===== src/rtl/kbd_ctl.sv =====
// kbd_ctl: host-side sequencer for the PS/2 keyboard block.
// Boots the keyboard (FF, ACK, BAT), sends LED updates (ED + mask) with ACK
// checking and bounded resend, and buffers ASCII keystrokes in a FWFT FIFO.
module kbd_ctl #(
   parameter int unsigned TIMEOUT = 2500000,
   parameter int unsigned RETRIES = 3,
   parameter int unsigned FIFO_AW = 4
) (
   input  logic               clock,
   input  logic               reset,
   output logic               kb_cmd,
   output logic [7:0]         kb_dat,
   input  logic               kb_ready,
   input  logic               kb_hit,
   input  logic [7:0]         kb_byte,
   input  logic               kb_kdone,
   input  logic [7:0]         kb_ascii,
   input  logic               kb_err,
   input  logic               led_req,
   input  logic [2:0]         led,
   output logic               led_busy,
   input  logic               rd,
   output logic [7:0]         dout,
   output logic               empty,
   output logic [FIFO_AW:0]   count,
   output logic               overflow,
   output logic               online,
   output logic               fault
);

   localparam int unsigned TW = (TIMEOUT > 1) ? $clog2(TIMEOUT) : 1;
   localparam int unsigned RW = (RETRIES > 0) ? $clog2(RETRIES + 1) : 1;
   localparam logic [FIFO_AW:0] FULL_CNT = {1'b1, {FIFO_AW{1'b0}}};

   localparam logic [7:0] B_RESET = 8'hFF;
   localparam logic [7:0] B_LED   = 8'hED;
   localparam logic [7:0] B_ACK   = 8'hFA;
   localparam logic [7:0] B_RESEND = 8'hFE;
   localparam logic [7:0] B_BAT_OK = 8'hAA;
   localparam logic [7:0] B_BAT_ERR = 8'hFC;

   typedef enum logic [2:0] {
      S_BOOT, S_ISSUE, S_WAIT_ACK, S_WAIT_BAT, S_IDLE
   } state_e;

   state_e        state_q, state_d;
   logic [7:0]    cmd_byte_q, cmd_byte_d;
   logic [RW-1:0] retry_q, retry_d;
   logic [TW-1:0] timer_q, timer_d;
   logic          err_q;
   logic          online_q, online_d;
   logic          fault_q, fault_d;
   logic          pending_q, pending_d;
   logic [2:0]    mask_q, mask_d;
   logic [2:0]    cur_mask_q, cur_mask_d;
   logic          seq_q, seq_d;
   logic          kb_cmd_q, kb_cmd_d;
   logic [7:0]    kb_dat_q, kb_dat_d;

   logic timeout, err_rise, is_ack, is_retry;

   assign timeout  = (timer_q == TW'(TIMEOUT - 1));
   assign err_rise = kb_err & ~err_q;
   assign is_ack   = kb_hit && (kb_byte == B_ACK);

   // Sequencer state and control registers.
   always_ff @(posedge clock) begin
      if (reset) begin
         state_q    <= S_BOOT;
         cmd_byte_q <= '0;
         retry_q    <= '0;
         timer_q    <= '0;
         err_q      <= 1'b0;
         online_q   <= 1'b0;
         fault_q    <= 1'b0;
         pending_q  <= 1'b0;
         mask_q     <= '0;
         cur_mask_q <= '0;
         seq_q      <= 1'b0;
         kb_cmd_q   <= 1'b0;
         kb_dat_q   <= '0;
      end else begin
         state_q    <= state_d;
         cmd_byte_q <= cmd_byte_d;
         retry_q    <= retry_d;
         timer_q    <= timer_d;
         err_q      <= kb_err;
         online_q   <= online_d;
         fault_q    <= fault_d;
         pending_q  <= pending_d;
         mask_q     <= mask_d;
         cur_mask_q <= cur_mask_d;
         seq_q      <= seq_d;
         kb_cmd_q   <= kb_cmd_d;
         kb_dat_q   <= kb_dat_d;
      end
   end

   // Next-state logic: command issue, ACK/retry handling, LED request latch.
   always_comb begin
      // NOTE: every signal gets a default first so no path leaves one unassigned (no latches).
      state_d    = state_q;
      cmd_byte_d = cmd_byte_q;
      retry_d    = retry_q;
      timer_d    = timer_q;
      online_d   = online_q;
      fault_d    = fault_q;
      pending_d  = pending_q;
      mask_d     = mask_q;
      cur_mask_d = cur_mask_q;
      seq_d      = seq_q;
      kb_cmd_d   = 1'b0;
      kb_dat_d   = kb_dat_q;
      is_retry   = 1'b0;

      case (state_q)
         S_BOOT: begin
            cmd_byte_d = B_RESET;
            retry_d    = '0;
            state_d    = S_ISSUE;
         end
         S_ISSUE: begin
            if (kb_ready) begin
               kb_cmd_d = 1'b1;
               kb_dat_d = cmd_byte_q;
               timer_d  = '0;
               state_d  = S_WAIT_ACK;
            end
         end
         S_WAIT_ACK: begin
            timer_d  = timer_q + 1'b1;
            is_retry = (kb_hit && (kb_byte == B_RESEND)) || err_rise || timeout;
            if (is_ack) begin
               retry_d = '0;
               timer_d = '0;
               if (cmd_byte_q == B_RESET) begin
                  state_d = S_WAIT_BAT;
               end else if (cmd_byte_q == B_LED) begin
                  cmd_byte_d = {5'b0, cur_mask_q};
                  state_d    = S_ISSUE;
               end else begin
                  seq_d   = 1'b0;
                  state_d = S_IDLE;
               end
            end else if (is_retry) begin
               if (retry_q < RW'(RETRIES)) begin
                  retry_d = retry_q + 1'b1;
                  state_d = S_ISSUE;
               end else begin
                  fault_d  = 1'b1;
                  online_d = 1'b0;
                  seq_d    = 1'b0;
                  state_d  = S_IDLE;
               end
            end
         end
         S_WAIT_BAT: begin
            timer_d = timer_q + 1'b1;
            if (kb_hit && (kb_byte == B_BAT_OK)) begin
               online_d   = 1'b1;
               cmd_byte_d = B_LED;
               cur_mask_d = 3'b000;
               seq_d      = 1'b1;
               retry_d    = '0;
               state_d    = S_ISSUE;
            end else if ((kb_hit && (kb_byte == B_BAT_ERR)) || timeout) begin
               fault_d  = 1'b1;
               online_d = 1'b0;
               seq_d    = 1'b0;
               state_d  = S_IDLE;
            end
         end
         S_IDLE: begin
            if (pending_q && online_q) begin
               cmd_byte_d = B_LED;
               cur_mask_d = mask_q;
               pending_d  = 1'b0;
               seq_d      = 1'b1;
               retry_d    = '0;
               state_d    = S_ISSUE;
            end
         end
         default: state_d = S_BOOT;
      endcase

      // A new request always wins over the clear at sequence start.
      if (led_req) begin
         pending_d = 1'b1;
         mask_d    = led;
      end
   end

   assign kb_cmd   = kb_cmd_q;
   assign kb_dat   = kb_dat_q;
   assign led_busy = pending_q | seq_q;
   assign online   = online_q;
   assign fault    = fault_q;

   // ---------------- keystroke FIFO ----------------
   logic [7:0]         mem [0:(1 << FIFO_AW) - 1];
   logic [FIFO_AW-1:0] wptr_q, rptr_q;
   logic [FIFO_AW:0]   cnt_q;
   logic               ovf_q;
   logic               accept, full, do_wr, do_rd;

   assign accept = kb_kdone && (state_q != S_WAIT_ACK) && (state_q != S_WAIT_BAT);
   assign full   = (cnt_q == FULL_CNT);
   assign do_rd  = rd && (cnt_q != '0);
   assign do_wr  = accept && (!full || rd);

   // FIFO pointers, occupancy and sticky overflow.
   always_ff @(posedge clock) begin
      if (reset) begin
         wptr_q <= '0;
         rptr_q <= '0;
         cnt_q  <= '0;
         ovf_q  <= 1'b0;
      end else begin
         if (do_wr) wptr_q <= wptr_q + 1'b1;
         if (do_rd) rptr_q <= rptr_q + 1'b1;
         case ({do_wr, do_rd})
            2'b10:   cnt_q <= cnt_q + 1'b1;
            2'b01:   cnt_q <= cnt_q - 1'b1;
            default: cnt_q <= cnt_q;
         endcase
         if (accept && full && !rd) ovf_q <= 1'b1;
      end
   end

   // FIFO storage write port.
   always_ff @(posedge clock) begin
      // NOTE: storage is not reset; the pointers and count alone define what is valid.
      if (do_wr) mem[wptr_q] <= kb_ascii;
   end

   assign empty    = (cnt_q == '0);
   assign count    = cnt_q;
   assign dout     = empty ? 8'h00 : mem[rptr_q];
   assign overflow = ovf_q;

endmodule


===== config.mk =====
export PLATFORM = sky130hd
export DESIGN_NAME = kbd_ctl
export DESIGN_NICKNAME = d
export VERILOG_FILES = /design/src/rtl/kbd_ctl.sv
export SDC_FILE = /design/constraint.sdc
export NUM_CORES = 1
export LEC_CHECK = 0
export CAP_MARGIN = 20
export CORE_MARGIN = 2
export CORE_UTILIZATION = 30
export DETAILED_ROUTE_END_ITERATION = 10
export GPL_TIMING_DRIVEN = 0
export SYNTH_ARGS = -nofsm -noshare
export SYNTH_HDL_FRONTEND = slang
export SYNTH_SLANG_ARGS = --single-unit

===== constraint.sdc =====
create_clock -name clock -period 3.7 [get_ports clock]
set_clock_uncertainty 0.2 [all_clocks]
set_input_delay 0.37 -clock clock [delete_from_list [all_inputs] [get_ports clock]]
set_output_delay 0.37 -clock clock [all_outputs]
set_load 0.01 [all_outputs]

==> After elaboration in Yosys (flattened, before gate mapping) <==
Memory sizes are Yosys's and may differ from the RTL's. A register that Yosys moved wholly into a read port is not among the register bits.
Cells that the tools add are included.
W data, S select, Z words.
{ "classes": {"reduce_logical": 39, "add_sub_neg": 6, "n_eq_ne": 33, "mux": 55, "n_bitwise": 4, "magnitude_cmp": 1} }
{ "ops": {"columns": ["op", "n"], "rows": [
  ["$pmux W22 S3", 1],
  ["$eq A8 B8 Y1 const B", 6],
  ["$mux W8", 6],
  ["$mux W22", 2],
  ["$mux W3", 11],
  ["$pmux W8 S4", 1],
  ["$add A22 B1 Y22 const B", 1],
  ["$eq A22 B22 Y1 const B", 1],
  ["$ne A2 B2 Y1 const B", 11],
  ["$mux W1", 20],
  ["$ne A3 B3 Y1 const B", 6],
  ["$pmux W3 S5", 1],
  ["$reduce_and A6 Y1", 2],
  ["$logic_and A1 B1 Y1", 11],
  ["$mux W2", 5],
  ["$pmux W5 S2", 1],
  ["$reduce_and A5 Y1", 2],
  ["$reduce_bool A2 Y1", 5],
  ["$add A4 B1 Y4 const B", 2],
  ["$mux W4", 2],
  ["$pmux W2 S4", 1],
  ["$reduce_and A7 Y1", 1],
  ["$eq A3 B2 Y1 const B", 2],
  ["$ne A3 B2 Y1 const B", 2],
  ["26 further kinds", 35]
]} }
{ "totals": {"inputBits": 27, "mem_bits_rw": 128, "n_memories": 1, "elab_cells": 156, "output_inout_bits": 27, "reg_bits": 69} }
{ "mem_list": {"columns": ["memory", "words", "width", "rd", "rd_clocked_by_memory_dff", "wr", "line_no", "text"], "rows": [
  ["mem", 16, 8, 1, 1, 1, "200", "logic [7:0] mem [0:(1 << FIFO_AW) - 1];"]
]} }

==> Longest topological paths before layout <==
{ "logic_depth": {"depth_word": 7, "depth_mapped": 14, "depth_no_buf": 11} }

==> Worst setup path after synthesis <==
Ideal clock, no wire load.
{ "synth_timing": {"path_kind": "reg2reg", "startpoint": "register cnt_q[0], in the netlist count[0]", "endpoint": "register cnt_q[4], in the netlist count[4]", "setup_time_ns": 0.071, "arrival_time_ns": 2.968, "path_buffers": 2, "period_less_slack_ns": 3.239, "required_ns": 3.429, "setup_slack_ns": 0.461, "stages_incl_launch_ff": 14, "path_cell_list": "dfxtp_1 > or4_4 > o311a_1 > buf_2 > inv_2 > ha_1 > clkbuf_1 > xor2_1 > ha_1 > a21oi_1 > a311o_1 > a31oi_1 > or3_1 > a21oi_1"} }
{ "synth_via": {"elab_chain_cells": 6, "elab_cells_between_ends": 12, "classes_between": "add/sub: 2; eq/ne: 3; mux: 1; reduce/logical: 6"} }
{ "synth_lines": {"columns": ["element", "line_no", "text"], "rows": [
  ["start: declaration", "202", "logic [FIFO_AW:0] cnt_q;"],
  ["start signal: assignment", "222", "2'b10: cnt_q <= cnt_q + 1'b1;"],
  ["start signal: assignment", "223", "2'b01: cnt_q <= cnt_q - 1'b1;"],
  ["start signal: assignment", "224", "default: cnt_q <= cnt_q;"],
  ["$eq A5 B5 Y1", "207", "assign full = (cnt_q == FULL_CNT);"],
  ["$logic_not A1 Y1", "209", "assign do_wr = accept && (!full || rd);"],
  ["$logic_or A1 B1 Y1", "209", null],
  ["$logic_and A1 B1 Y1", "209", null],
  ["$eq A2 B1 Y1 / $eq A2 B2 Y1 (equally long branches)", "221", "case ({do_wr, do_rd})"],
  ["$pmux W5 S2 / $reduce_bool A2 Y1 (equally long branches)", null, null]
]} }
Parallel ways exist; a longest one is shown, timed or not.
A chain may end at the register's enable or synchronous reset.

==> run_results.csv <==
group,metric,value,unit
routing,wirelength,17650,µm
clock_network,cts_buffers,17,
flow_run,maxCapViolCount,0,
global_routing,grt_first_pass_wirelength,27630,µm
floorplanning,die_area,28960,µm²
cells_and_area,num_antenna_cells,0,
floorplanning,rows,60,
clock_network,cts.path.max_buffers,2,
setup_path,crit_type,"reg -> out",
cells_and_area,final-seq-area,5185,µm²
timing,rsz0062_at_grt,"false",
cells_and_area,fillCellCount,2615,
cells_and_area,area_delta_synth_final,18.73,%
yosys,synth_top_area_cell,"edfxtp_1",
placement,io_buffer_count,52,
floorplanning,die_w,170.2,µm
clock_network,hold_buffers,0,
yosys,syn-num-nets,626,
setup_path,crit_required,3130,ps
global_routing,grt_max_degree,21,
routing,drcViolationCount,0,
global_routing,grt_usage,0.1272,
clock_network,cts_max_level,4,
global_routing,antenna_found_initial,0,
global_routing,grt_use_met1,0.1734,
yosys,ys.warnings.count,0,
yosys,synth_edf_count,128,
power,vdd_drop_max,340.9,µV
cells_and_area,multi_input_area,2894,µm²
floorplanning,io_pins,54,
setup_path,cp_slowest_stage_delay,540,ps
routing,drtAntennaViolNets,0,
timing,period_share,0.9584,
placement,dp_slack,218.6,ps
clock_network,path_clk_slew,70,ps
routing,viasPerCell,4.889,
timing,slew_violations,0,
setup_path,startpoint_type,"flop",
min_path,hp-start,"reset",
timing,hold_viol,0,
routing,wl_per_cell,17.35,µm
timing,setup_ws,154.0,ps
yosys,yosysSeqAreaShare,0.6258,
setup_path,r2r_start,"count[0]$_SDFFE_PP0P_",
timing,max_slew_margin,0.4762,
setup_path,cpMostUsedCell,"mux4_2",
timing,worstMarginPinSlew,782.8,ps
timing,period_minus_slack,3546,ps
global_routing,gr-total-overflow,0,
clock_network,cts_setup_buffers,0,
clock_network,cts_repair_resize_count,0,
timing,max_clock_freq,0.2820,GHz
floorplanning,initial_core_util,0.3066,
global_routing,use_met3,0.03419,
yosys,ys.flop_type,"edfxtp_1",
routing,first_pass_iters,7,
placement,dp_hpwl,12180,µm
timing,setup_tns,0,ps
placement,gp_congestion,0.8163,
yosys,synth-seq-cells,195,
yosys,syn_inst,589,
clock_network,cts_root_buf,"clkbuf_16",
outcome,status,"complete, no violations",
routing,num_vias,4972,
timing,setup_violations,0,
setup_path,end_kind,"output pin",
routing,drt_iter0_drc,366,
min_path,hold_class,"in -> reg",
yosys,ys_types,64,
setup_path,worstPathMaxFanout,10,
power,finalPower,0.005695,W
yosys,synth.top_cell.area_share,0.4639,
global_routing,use_met2,0.1995,
cells_and_area,fin_util,0.3640,
power,leakage,3.179,nW
clock_network,numClockSinks,195,
yosys,synth_area_leaders,"edfxtp_1, dfxtp_1, mux4_2",
cells_and_area,mostFrequentLayoutCell,"edfxtp_1",
floorplanning,die_height,170.2,µm
global_routing,busiest_layer,"met2",
setup_path,slowest_stage,"buf_1",
cells_and_area,drive_above_1_share,0.1553,
cells_and_area,final_cell_mix,"edfxtp_1, nor2_1, dfxtp_1",
global_routing,grt_pass1_vias,4931,
setup_path,arrival,2980,ps
floorplanning,core-area,27030,µm²
clock_network,cts_tree,"done",
power,power.density,578.9,nW/µm²
yosys,ys_async_sr_fraction,0,
setup_path,path_cells,"buf_1, mux4_2, mux4_2, nor2b_1, clkdlybuf4s50_1",
clock_network,clkLatencyLatePin,430,ps
cells_and_area,final_nets,700,
yosys,synth_area,8285,µm²
yosys,syn_area_per_cell,14.07,µm²
==> layer usage <==
metal  up-vias  part of all wire  wire, µm
li1       2386                 -         -
met1      2441              0.47      8356
met5         -                 0         0
met4         0             0.015       262
met3        14             0.057      1012
met2       131              0.45      8017
==> state kept, by name, summed over array words and instances, names as in the netlist, 2 cells and up, named ones only <==
register	flops
cmd_byte_q	5
count	5
cur_mask_q	3
kb_dat	5
mask_q	3
mem	128
retry_q	2
rptr_q	4
state_q	3
timer_q	22
wptr_q	4
==> worst max-delay path: cells and delay by family, from the launching register on <==
family                 cells  cell delay (ps)
DFF                        1              440
buffers and inverters      2             1040
muxes                      2              920
and+or+nand+nor            1              140
==> final timing paths <==
path / endpoint / slack, ps / cells after the start
max reg2reg: count[4]$_SDFFE_PP0P_ / 300 / 12
min reg2reg: timer_q[1]$_SDFFE_PP0P_ / 300 / 2
min: err_q$_SDFF_PP0_ / 180 / 2
max: dout[0] / 150 / 5
==> where the power goes <==
part           leakage (nW)  total, W  internal (W)  switching [W]
Combinational          1.20   0.00137      0.000665       0.000701
Clock                 0.277   0.00179      0.000901       0.000885
Sequential             1.70   0.00254       0.00244       0.000103
Total                  3.18   0.00569       0.00401        0.00169
==> cell usage after synthesis (9+ instances only) <==
library cell / count
edfxtp_1: 128
nor2_1: 71
dfxtp_1: 67
mux4_2: 40
nand2_1: 28
xor2_1: 22
clkbuf_1: 15
a21oi_1: 14
nand4_1: 14
nand3_1: 12
nor2b_1: 12
mux2i_1: 11
nor3_1: 11
ha_1: 10
xnor2_1: 10
buf_2: 9
==> cell families after synthesis <==
logic type,after synthesis,synth area share
adder cells (fa/ha/maj),10,0.01510
multiplexers,51,0.1220
AND/OR/NAND/NOR,191,0.1216
flip-flops,195,0.6258
AO/OA/AOI/OAI,67,0.05678
XOR/XNOR,32,0.03383
buffers and inverters,43,0.02491
==> cell type report <==
class,instances,share of cell area
plain buffers,32,0.01692
multi-input cells,351,0.2942
clock inverters,15,0.01539
inverters,10,0.003816
clock buffers,17,0.04325
well taps,341,0.04337
repair buffers,56,0.05597
flip-flops and latches,195,0.5271
==> per-stage QoR <==
stage / hold slack [ps] / instance area [µm²] / std cells
after floorplan: 258.4 / 8285 / 589
after detailed placement: 269.7 / 9263 / 986
after global placement: 278.1 / 9233 / 982
after global routing: 187.1 / 9837 / 1017
after CTS: 169.9 / 9839 / 1018
final: 180.0 / 9837 / 1017
Note: power is estimated with default switching activity, not from simulation.
